$ cat src/rtl/cp2_pkg.sv
// Shared definitions for the CP2 bus arbiter: FSM encoding, default widths and the
// CP2 CPU-visible register map used by software headers and the bench.
package cp2_pkg;

    localparam int CP2_AW = 32;
    localparam int CP2_DW = 32;

    typedef enum logic [1:0] {
        ST_IDLE    = 2'd0,
        ST_DRAIN   = 2'd1,
        ST_GRANT   = 2'd2,
        ST_RELEASE = 2'd3
    } arb_state_t;

    // CP2 register offsets (byte offsets from the CP2 base)
    localparam logic [7:0] CP2_REG_CTRL    = 8'h00;
    localparam logic [7:0] CP2_REG_STATUS  = 8'h04;
    localparam logic [7:0] CP2_REG_DMA_SRC = 8'h08;
    localparam logic [7:0] CP2_REG_DMA_DST = 8'h0C;
    localparam logic [7:0] CP2_REG_KEY     = 8'h10;

    localparam int CP2_STAT_INT_BIT  = 31;
    localparam int CP2_STAT_GO_BIT   = 30;
    localparam int CP2_STAT_HOLD_BIT = 24;

    function automatic logic cp2_owns_bus(input arb_state_t st);
        return st == ST_GRANT;
    endfunction

endpackage

$ cat src/rtl/cp2_int_latch.sv
// Latches a rising edge of the CP2 INT level until the CPU acknowledges it.
// A new edge in the same cycle as an acknowledge keeps the interrupt pending.
module cp2_int_latch (
    input  logic clk,
    input  logic rst,
    input  logic cp2_int,
    input  logic int_ack,
    output logic int_pend
);

    logic int_prev;
    logic int_rise;

    assign int_rise = cp2_int & ~int_prev;

    always_ff @(posedge clk or posedge rst) begin
        if (rst) begin
            int_prev <= 1'b0;
            int_pend <= 1'b0;
        end else begin
            int_prev <= cp2_int;
            if (int_rise)
                int_pend <= 1'b1;
            else if (int_ack)
                int_pend <= 1'b0;
        end
    end

endmodule

$ cat src/rtl/cp2_bus_arbiter.sv
// HOLD/HOLD_ACK arbiter handing the data memory between the CPU and the CP2 DMA port.
// Optional grant watchdog with sticky wdt_err is built when CP2_ARB_WDT_EN is defined.
module cp2_bus_arbiter
    import cp2_pkg::*;
#(
    parameter int AW        = CP2_AW,
    parameter int DW        = CP2_DW,
    parameter int DRAIN_MAX = 8,
    parameter int WDT_MAX   = 4096
) (
    input  logic          clk,
    input  logic          rst,
    input  logic          cpu_we,
    input  logic          cpu_busy,
    input  logic [AW-1:0] cpu_addr,
    input  logic [DW-1:0] cpu_wd,
    output logic [DW-1:0] cpu_rd,
    output logic          cpu_stall,
    input  logic          cp2_we,
    input  logic [AW-1:0] cp2_addr,
    input  logic [DW-1:0] cp2_wd,
    output logic [DW-1:0] cp2_rd,
    input  logic          HOLD,
    output logic          HOLD_ACK,
    input  logic          cp2_int,
    input  logic          int_ack,
    output logic          int_pend,
    output logic          mem_we,
    output logic [AW-1:0] mem_addr,
    output logic [DW-1:0] mem_wd,
    input  logic [DW-1:0] mem_rd
`ifdef CP2_ARB_WDT_EN
    ,
    output logic          wdt_err
`endif
);

    localparam int DCW = $clog2(DRAIN_MAX + 1);
    localparam logic [DCW-1:0] DRAIN_LAST = DCW'(DRAIN_MAX - 1);

    arb_state_t     state;
    logic [DCW-1:0] drain_cnt;

`ifdef CP2_ARB_WDT_EN
    localparam int WCW = $clog2(WDT_MAX + 1);
    localparam logic [WCW-1:0] WDT_LAST = WCW'(WDT_MAX - 1);

    logic [WCW-1:0] wdt_cnt;
    logic           wdt_block;   // HOLD ignored after a watchdog release until seen low
`else
    localparam logic wdt_block = 1'b0;
`endif

    always_ff @(posedge clk or posedge rst) begin
        if (rst) begin
            state     <= ST_IDLE;
            HOLD_ACK  <= 1'b0;
            cpu_stall <= 1'b0;
            drain_cnt <= '0;
`ifdef CP2_ARB_WDT_EN
            wdt_cnt   <= '0;
            wdt_block <= 1'b0;
            wdt_err   <= 1'b0;
`endif
        end else begin
            case (state)
                ST_IDLE: begin
                    drain_cnt <= '0;
`ifdef CP2_ARB_WDT_EN
                    if (!HOLD)
                        wdt_block <= 1'b0;
`endif
                    if (HOLD && !wdt_block) begin
                        state     <= ST_DRAIN;
                        cpu_stall <= 1'b1;
                    end
                end
                ST_DRAIN: begin
                    if (drain_cnt < DRAIN_LAST)
                        drain_cnt <= drain_cnt + 1'b1;
                    if (!HOLD) begin
                        state <= ST_RELEASE;
                    end else if (!cpu_busy || drain_cnt == DRAIN_LAST) begin
                        state    <= ST_GRANT;
                        HOLD_ACK <= 1'b1;
`ifdef CP2_ARB_WDT_EN
                        wdt_cnt  <= '0;
`endif
                    end
                end
                ST_GRANT: begin
                    if (!HOLD) begin
                        state    <= ST_RELEASE;
                        HOLD_ACK <= 1'b0;
                    end
`ifdef CP2_ARB_WDT_EN
                    else if (wdt_cnt == WDT_LAST) begin
                        state     <= ST_RELEASE;
                        HOLD_ACK  <= 1'b0;
                        wdt_err   <= 1'b1;
                        wdt_block <= 1'b1;
                    end else begin
                        wdt_cnt <= wdt_cnt + 1'b1;
                    end
`endif
                end
                default: begin
                    // ST_RELEASE: one stalled cycle so a re-raised HOLD cannot chain grants
`ifdef CP2_ARB_WDT_EN
                    if (!HOLD)
                        wdt_block <= 1'b0;
`endif
                    state     <= ST_IDLE;
                    cpu_stall <= 1'b0;
                end
            endcase
        end
    end

    always_comb begin
        mem_we   = cpu_we;
        mem_addr = cpu_addr;
        mem_wd   = cpu_wd;
        if (cp2_owns_bus(state)) begin
            mem_we   = cp2_we;
            mem_addr = cp2_addr;
            mem_wd   = cp2_wd;
        end else if (state != ST_IDLE) begin
            mem_we   = 1'b0;
        end
    end

    assign cpu_rd = mem_rd;
    assign cp2_rd = mem_rd;

    cp2_int_latch u_int_latch (
        .clk      (clk),
        .rst      (rst),
        .cp2_int  (cp2_int),
        .int_ack  (int_ack),
        .int_pend (int_pend)
    );

endmodule

$ cat config.mk
export PLATFORM = sky130hd
export DESIGN_NAME = cp2_bus_arbiter
export DESIGN_NICKNAME = d
export VERILOG_FILES = /design/src/rtl/cp2_pkg.sv /design/src/rtl/cp2_int_latch.sv /design/src/rtl/cp2_bus_arbiter.sv
export SDC_FILE = /design/constraint.sdc
export NUM_CORES = 1
export LEC_CHECK = 0
export BUFFER_PORTS_ARGS = -buffer_cell sky130_fd_sc_hd__buf_2
export CAP_MARGIN = 30
export CORE_AREA = 4 4 115 117
export DETAILED_ROUTE_END_ITERATION = 16
export DIE_AREA = 0 0 119 121
export HOLD_SLACK_MARGIN = 0.15
export PLACE_DENSITY = 0.59
export SYNTH_ARGS = -nofsm -noshare
export SYNTH_HDL_FRONTEND = slang
export SYNTH_SLANG_ARGS = --single-unit
$ cat constraint.sdc
create_clock -name clk -period 3 [get_ports clk]
set_clock_uncertainty 0.15 [all_clocks]
set_input_delay 0.15 -clock clk [delete_from_list [all_inputs] [get_ports clk]]
set_output_delay 0.15 -clock clk [all_outputs]
set_load 0.005 [all_outputs]
Word level (Yosys, flattened, before mapping)
Index checks and enable logic that the tools add are counted.
Operators by class
  shifts and indexed selects: 0
  multiply operators: 0
  mux-type cells: 19
  eq/ne operators: 9
  reductions and logical operators: 12
  add/subtract/negate cells: 1
  div/mod/pow operators: 0
  bitwise gates (word level): 3
  order comparisons: 1
Operators with widths (count)
  2-to-1 mux 32 bit: 2
  != test 2 bit, second input constant: 5
  2-to-1 mux 1 bit: 8
  2-to-1 mux 2 bit: 4
  one-hot mux 4 bit (2 select lines): 1
  nonzero test 2 bit: 4
  one-hot mux 2 bit (3 select lines): 1
  adder 4 x 1 -> 4 bit, second input constant: 1
  == test 4 x 3 -> 1 bit, second input constant: 1
  < comparator 4 x 3 -> 1 bit, second input constant: 1
  2-to-1 mux 4 bit: 1
  one-hot mux 1 bit (2 select lines): 2
  AND reduction 2 bit: 2
  AND reduction 4 bit: 1
  != test 3 bit, second input constant: 1
  AND reduction 3 bit: 1
  == test 2 x 1 -> 1 bit, second input constant: 1
  == test 2 bit, second input constant: 1
  logical NOT 2 bit: 1
  inverter 1 bit: 2
  OR reduction 2 bit: 1
  AND 1 bit: 1
  logical NOT 1 bit: 1
  logical OR 1 bit: 1
Storage, ports and cells
  register bits: 10
  input bits: 168
  memories: 0
  logic and storage cells: 51
  output and inout port bits: 132
  latch bits: 0
  memory bits (read-only): 0
  RAM bits: 0

Depth between registers and ports, before layout
  word-level depth: 5
  depth in mapped cells: 8
  gate-level depth less buffers: 5

Cells and area by module
Synthesis repeated with hierarchy kept, for this count alone.
Second synthesis, totals
  cells, all modules: 192
  area, all modules: 1889.3 µm²
Modules (own cells, without submodules)
  cp2_bus_arbiter: area each 1815.5 µm², cells an instance 186, times used 1, sequential area each 200.2 µm²
  cp2_int_latch: area each 73.8 µm², cells an instance 6, times used 1, sequential area each 50.0 µm²

Least setup slack after synthesis
No wires, ideal clock.
  path kind: register -> output
  start point: register state[0]
  end point: output mem_addr[14]
  required time: 2.700 ns
  arrival: 1.300 ns
  slack: 1.400 ns
  stages on the path, launching flop included: 7
  path through: dfrtp_1 inv_1 ha_1 buf_6 buf_8 buf_8 mux2_2
On the way
  word-level cells in the longest chain between the ends: 2
Ends and longest elaborated chain
  start: declaration: line cp2_bus_arbiter.sv:41  | arb_state_t state;
  start signal: assignment: line cp2_bus_arbiter.sv:56  | state <= ST_IDLE;
  start signal: assignment: line cp2_bus_arbiter.sv:74  | state <= ST_DRAIN;
  start signal: assignment: line cp2_bus_arbiter.sv:82  | state <= ST_RELEASE;
  == test 2 bit: line cp2_pkg.sv:27  | return st == ST_GRANT;
  2-to-1 mux 32 bit: line cp2_bus_arbiter.sv:124  | if (cp2_owns_bus(state)) begin
  end: declaration: line cp2_bus_arbiter.sv:29  | output logic [AW-1:0] mem_addr,
No other way between the ends.

Worst setup path in the final report
  start point: register state[0]
  end point: output mem_addr[28]
Same word-level chain as after synthesis.

==> flow_summary_export.csv <==
group,metric,value,unit
clock_network,ctsHtreeMaxLevel,1,
floorplan,die_y,121,um
clock_network,cts_buffer_depth,2,
job,drv_cap,0,
routing,ant_nets,0,
critical_path,r2r_slack,1.18,ns
floorplan,die_area,14400,um2
global_routing,grt_antenna_before_repair,3,
placement,io_buffers,203,
placement,place_inst,495,
cells_and_area,utilization,21.5,%
logic_synthesis,synth_area_leader_cell,"mux2_2",
logic_synthesis,avgSynthCellArea,9.49,um2
logic_synthesis,synth_area_leaders,"mux2_2 41%, buf_4 27%, dfrtp_1 14%, ha_1 3.5%, inv_1 1.9%",
pwr,peakVddDrop,441,uV
critical_path,rr_startpoint,"state[0]$_DFFE_PP0P_",
timing,maxSlewViolCount,0,
floorplan,die_w,119,um
critical_path,reg2regPathDepth,5,
routing,vias,1801,
timing,fin_tns_setup,0,ns
critical_path,crit_end,"mem_addr[28]",
cells_and_area,n_fill_cell,1395,
routing,drtIter0Drc,50,
logic_synthesis,yosys_register_bits,10,
timing,setup_violations,0,
global_routing,grt_max_degree,41,
routing,routedWlPerCell,15.3,um
pwr,p_per_area,690,nW/um2
worst_hold_path,hold_depth,0,
timing,max_slew_margin,72.5,%
logic_synthesis,synth-edff-count,0,
floorplan,num_rows,41,
timing,period_minus_slack,2.32,ns
timing,max_clock_freq,432,MHz
timing,hold_viol,0,
cells_and_area,drive_gt1_share,83.7,%
routing,firstDrtPassIters,4,
timing,period_share,77.2,%
clock_network,cts_tree,"done",
placement,dp_hpwl,6900,um
critical_path,crit_type,"flip-flop to output pin",
floorplan,start_util,14.7,%
global_routing,track_usage,9.51,%
timing,rsz0062_at_grt,"no",
critical_path,critPathLaunch,"state[0]$_DFFE_PP0P_",
floorplan,io_pins,300,
logic_synthesis,synth.distinct_cells,27,
global_routing,grt_pass1_vias,1763,
critical_path,worstReg2RegEnd,"state[0]$_DFFE_PP0P_",
clock_network,clk_latency,0.23,ns
pwr,power_frac_comb,73.8,%
logic_synthesis,synthArstFlopShare,100,%
pwr,clock_power_share,14.2,%
logic_synthesis,synth-main-ff-cell,"dfrtp_1",
logic_synthesis,yosysWarnings,0,
run_status,status,"finished clean",
clock_network,cts-root-buf,"clkbuf_16",
cells_and_area,regArea,250,um2
critical_path,startpoint_type,"flip-flop",
logic_synthesis,synthCells,191,
global_routing,grt-ovfl-total,0,
pwr,switching_share,38.2,%
timing,worstMarginPinSlew,0.413,ns
global_routing,grt_first_pass_wirelength,10700,um
logic_synthesis,synth_most_common_cell,"mux2_2",
cells_and_area,areaGrowthSynthToFinish,46.9,%
floorplan,coreArea,12400,um2
critical_path,crit_path_max_fanout,40,
logic_synthesis,syn-cell-area,1810,um2
clock_network,cts_sinks,10,
routing,route.detailed.drc,0,
routing,vias_per_cell,3.57,
pwr,power.internal,0.00114,W
clock_network,clkTransAtPathRegs,0.04,ns
cells_and_area,fin_cells,505,
critical_path,crit_required,2.70,ns
cells_and_area,nets,505,
pwr,p_sw,0.000702,W
logic_synthesis,synth_seq_area_share,13.8,%
clock_network,cts_made_buffers,3,
logic_synthesis,syn_nets,364,
logic_synthesis,synth_top_area_share,41.0,%
placement,place.gp.congestion,0.721,
pwr,power_leakage,1.38,nW
worst_hold_path,hold_path_class,"input port to output pin",
logic_synthesis,synthTopCellsByCount,"66 x mux2_2, 64 x buf_4, 10 x dfrtp_1",
routing,totalWireLength,7740,um
pwr,pwr-share-seq,11.9,%
cells_and_area,multi_input_area,991,um2
critical_path,crit_arrival,2.02,ns
critical_path,end_kind,"output pin",
placed cells by master, fill, tap and decap left out, types with 2 or more instances in the layout:
master,synthesis,layout
mux2_2,66,66
o21ai_0,3,3
inv_1,9,9
a21oi_1,3,3
nand2_1,4,4
buf_2,5,203
dlygate4sd3_1,0,4
dfrtp_1,10,10
nor2_1,2,2
clkbuf_16,0,3
ha_1,5,4
diode_2,0,2
o22ai_1,2,2
mux2i_1,2,2
state kept, by name, indices dropped and copies added, names as in the netlist:
signal                flops
u_int_latch.int_pend      1
HOLD_ACK                  1
drain_cnt                 4
cpu_stall                 1
u_int_latch.int_prev      1
state                     2
worst min path at each step:
stage                     from                              to  slack (ns)
finish              mem_rd[18]                      cp2_rd[18]        0.15
floorplan                  rst            HOLD_ACK$_DFFE_PP0P_       -0.16
global placement           rst  u_int_latch.int_prev$_DFF_PP0_      -0.002
detailed placement         rst           cpu_stall$_DFFE_PP0P_      -0.008
CTS                 mem_rd[15]                      cpu_rd[15]        0.15
global route        mem_rd[18]                      cpu_rd[18]        0.15
repair_timing:
| action | CTS | global route |
|---|---|---|
| hold buffers | 4 | 0 |
| setup endpoints to repair | 0 | 0 |
| resized for setup | 0 | 0 |
| buffers inserted | 0 | 0 |
| endpoints found under the hold margin | 13 | 0 |
power groups by stage:
stage	combinational, W	clock (W)	sequential [W]
floorplan	0.000941	0	0.000213
global placement	0.00137	0	0.000220
detailed placement	0.00138	0	0.000221
CTS	0.00139	0.000269	0.000220
global route	0.00148	0.000280	0.000229
finish	0.00136	0.000262	0.000220
metrics by stage:
step | cell area (um2) | total power (W) | hold slack (ns) | setup slack [ns]
after floorplan | 1810 | 0.00115 | -0.160 | 1.40
after global placement | 2530 | 0.00159 | -0.00159 | 0.919
after detailed placement | 2530 | 0.00160 | -0.00802 | 0.901
after CTS | 2660 | 0.00188 | 0.150 | 0.645
after global routing | 2660 | 0.00199 | 0.150 | 0.582
final | 2660 | 0.00184 | 0.150 | 0.684
layer usage:
layer | up-vias | share of wire [%] | GRT usage, %
li1 | 876 | - | -
met1 | 769 | 36 | 10.7
met2 | 142 | 51 | 16.2
met3 | 12 | 10 | 3.96
met4 | 2 | 2.4 | 3.40
met5 | - | 0.14 | 0
final cells by class:
class	count	share of cell area, %
antenna	2	0.188
clock buffer	4	3.33
inverter	10	1.41
multi-input combinational	99	37.2
sequential	10	9.39
tap	172	8.08
timing repair buffer	208	40.4
kinds of logic (layout without fill, tap and decap cells):
logic type	after synthesis	in the layout	synth area share (%)
XOR/XNOR	1	1	0.483
AND/OR/NAND/NOR	10	10	2.69
adder cells (fa/ha/maj)	5	5	3.45
buffers and inverters	82	222	32.2
flip-flops	10	10	13.8
multiplexers	68	68	42.1
other	0	2	0
AO/OA/AOI/OAI	15	15	5.24
critical path, cell delays in order, from the launching register on:
cell	delay, ns
dfrtp_1	0.40
inv_1	0.13
ha_4	0.41
buf_12	0.28
mux2_2	0.40
buf_2	0.15
Note: power is estimated with default switching activity, not from simulation.
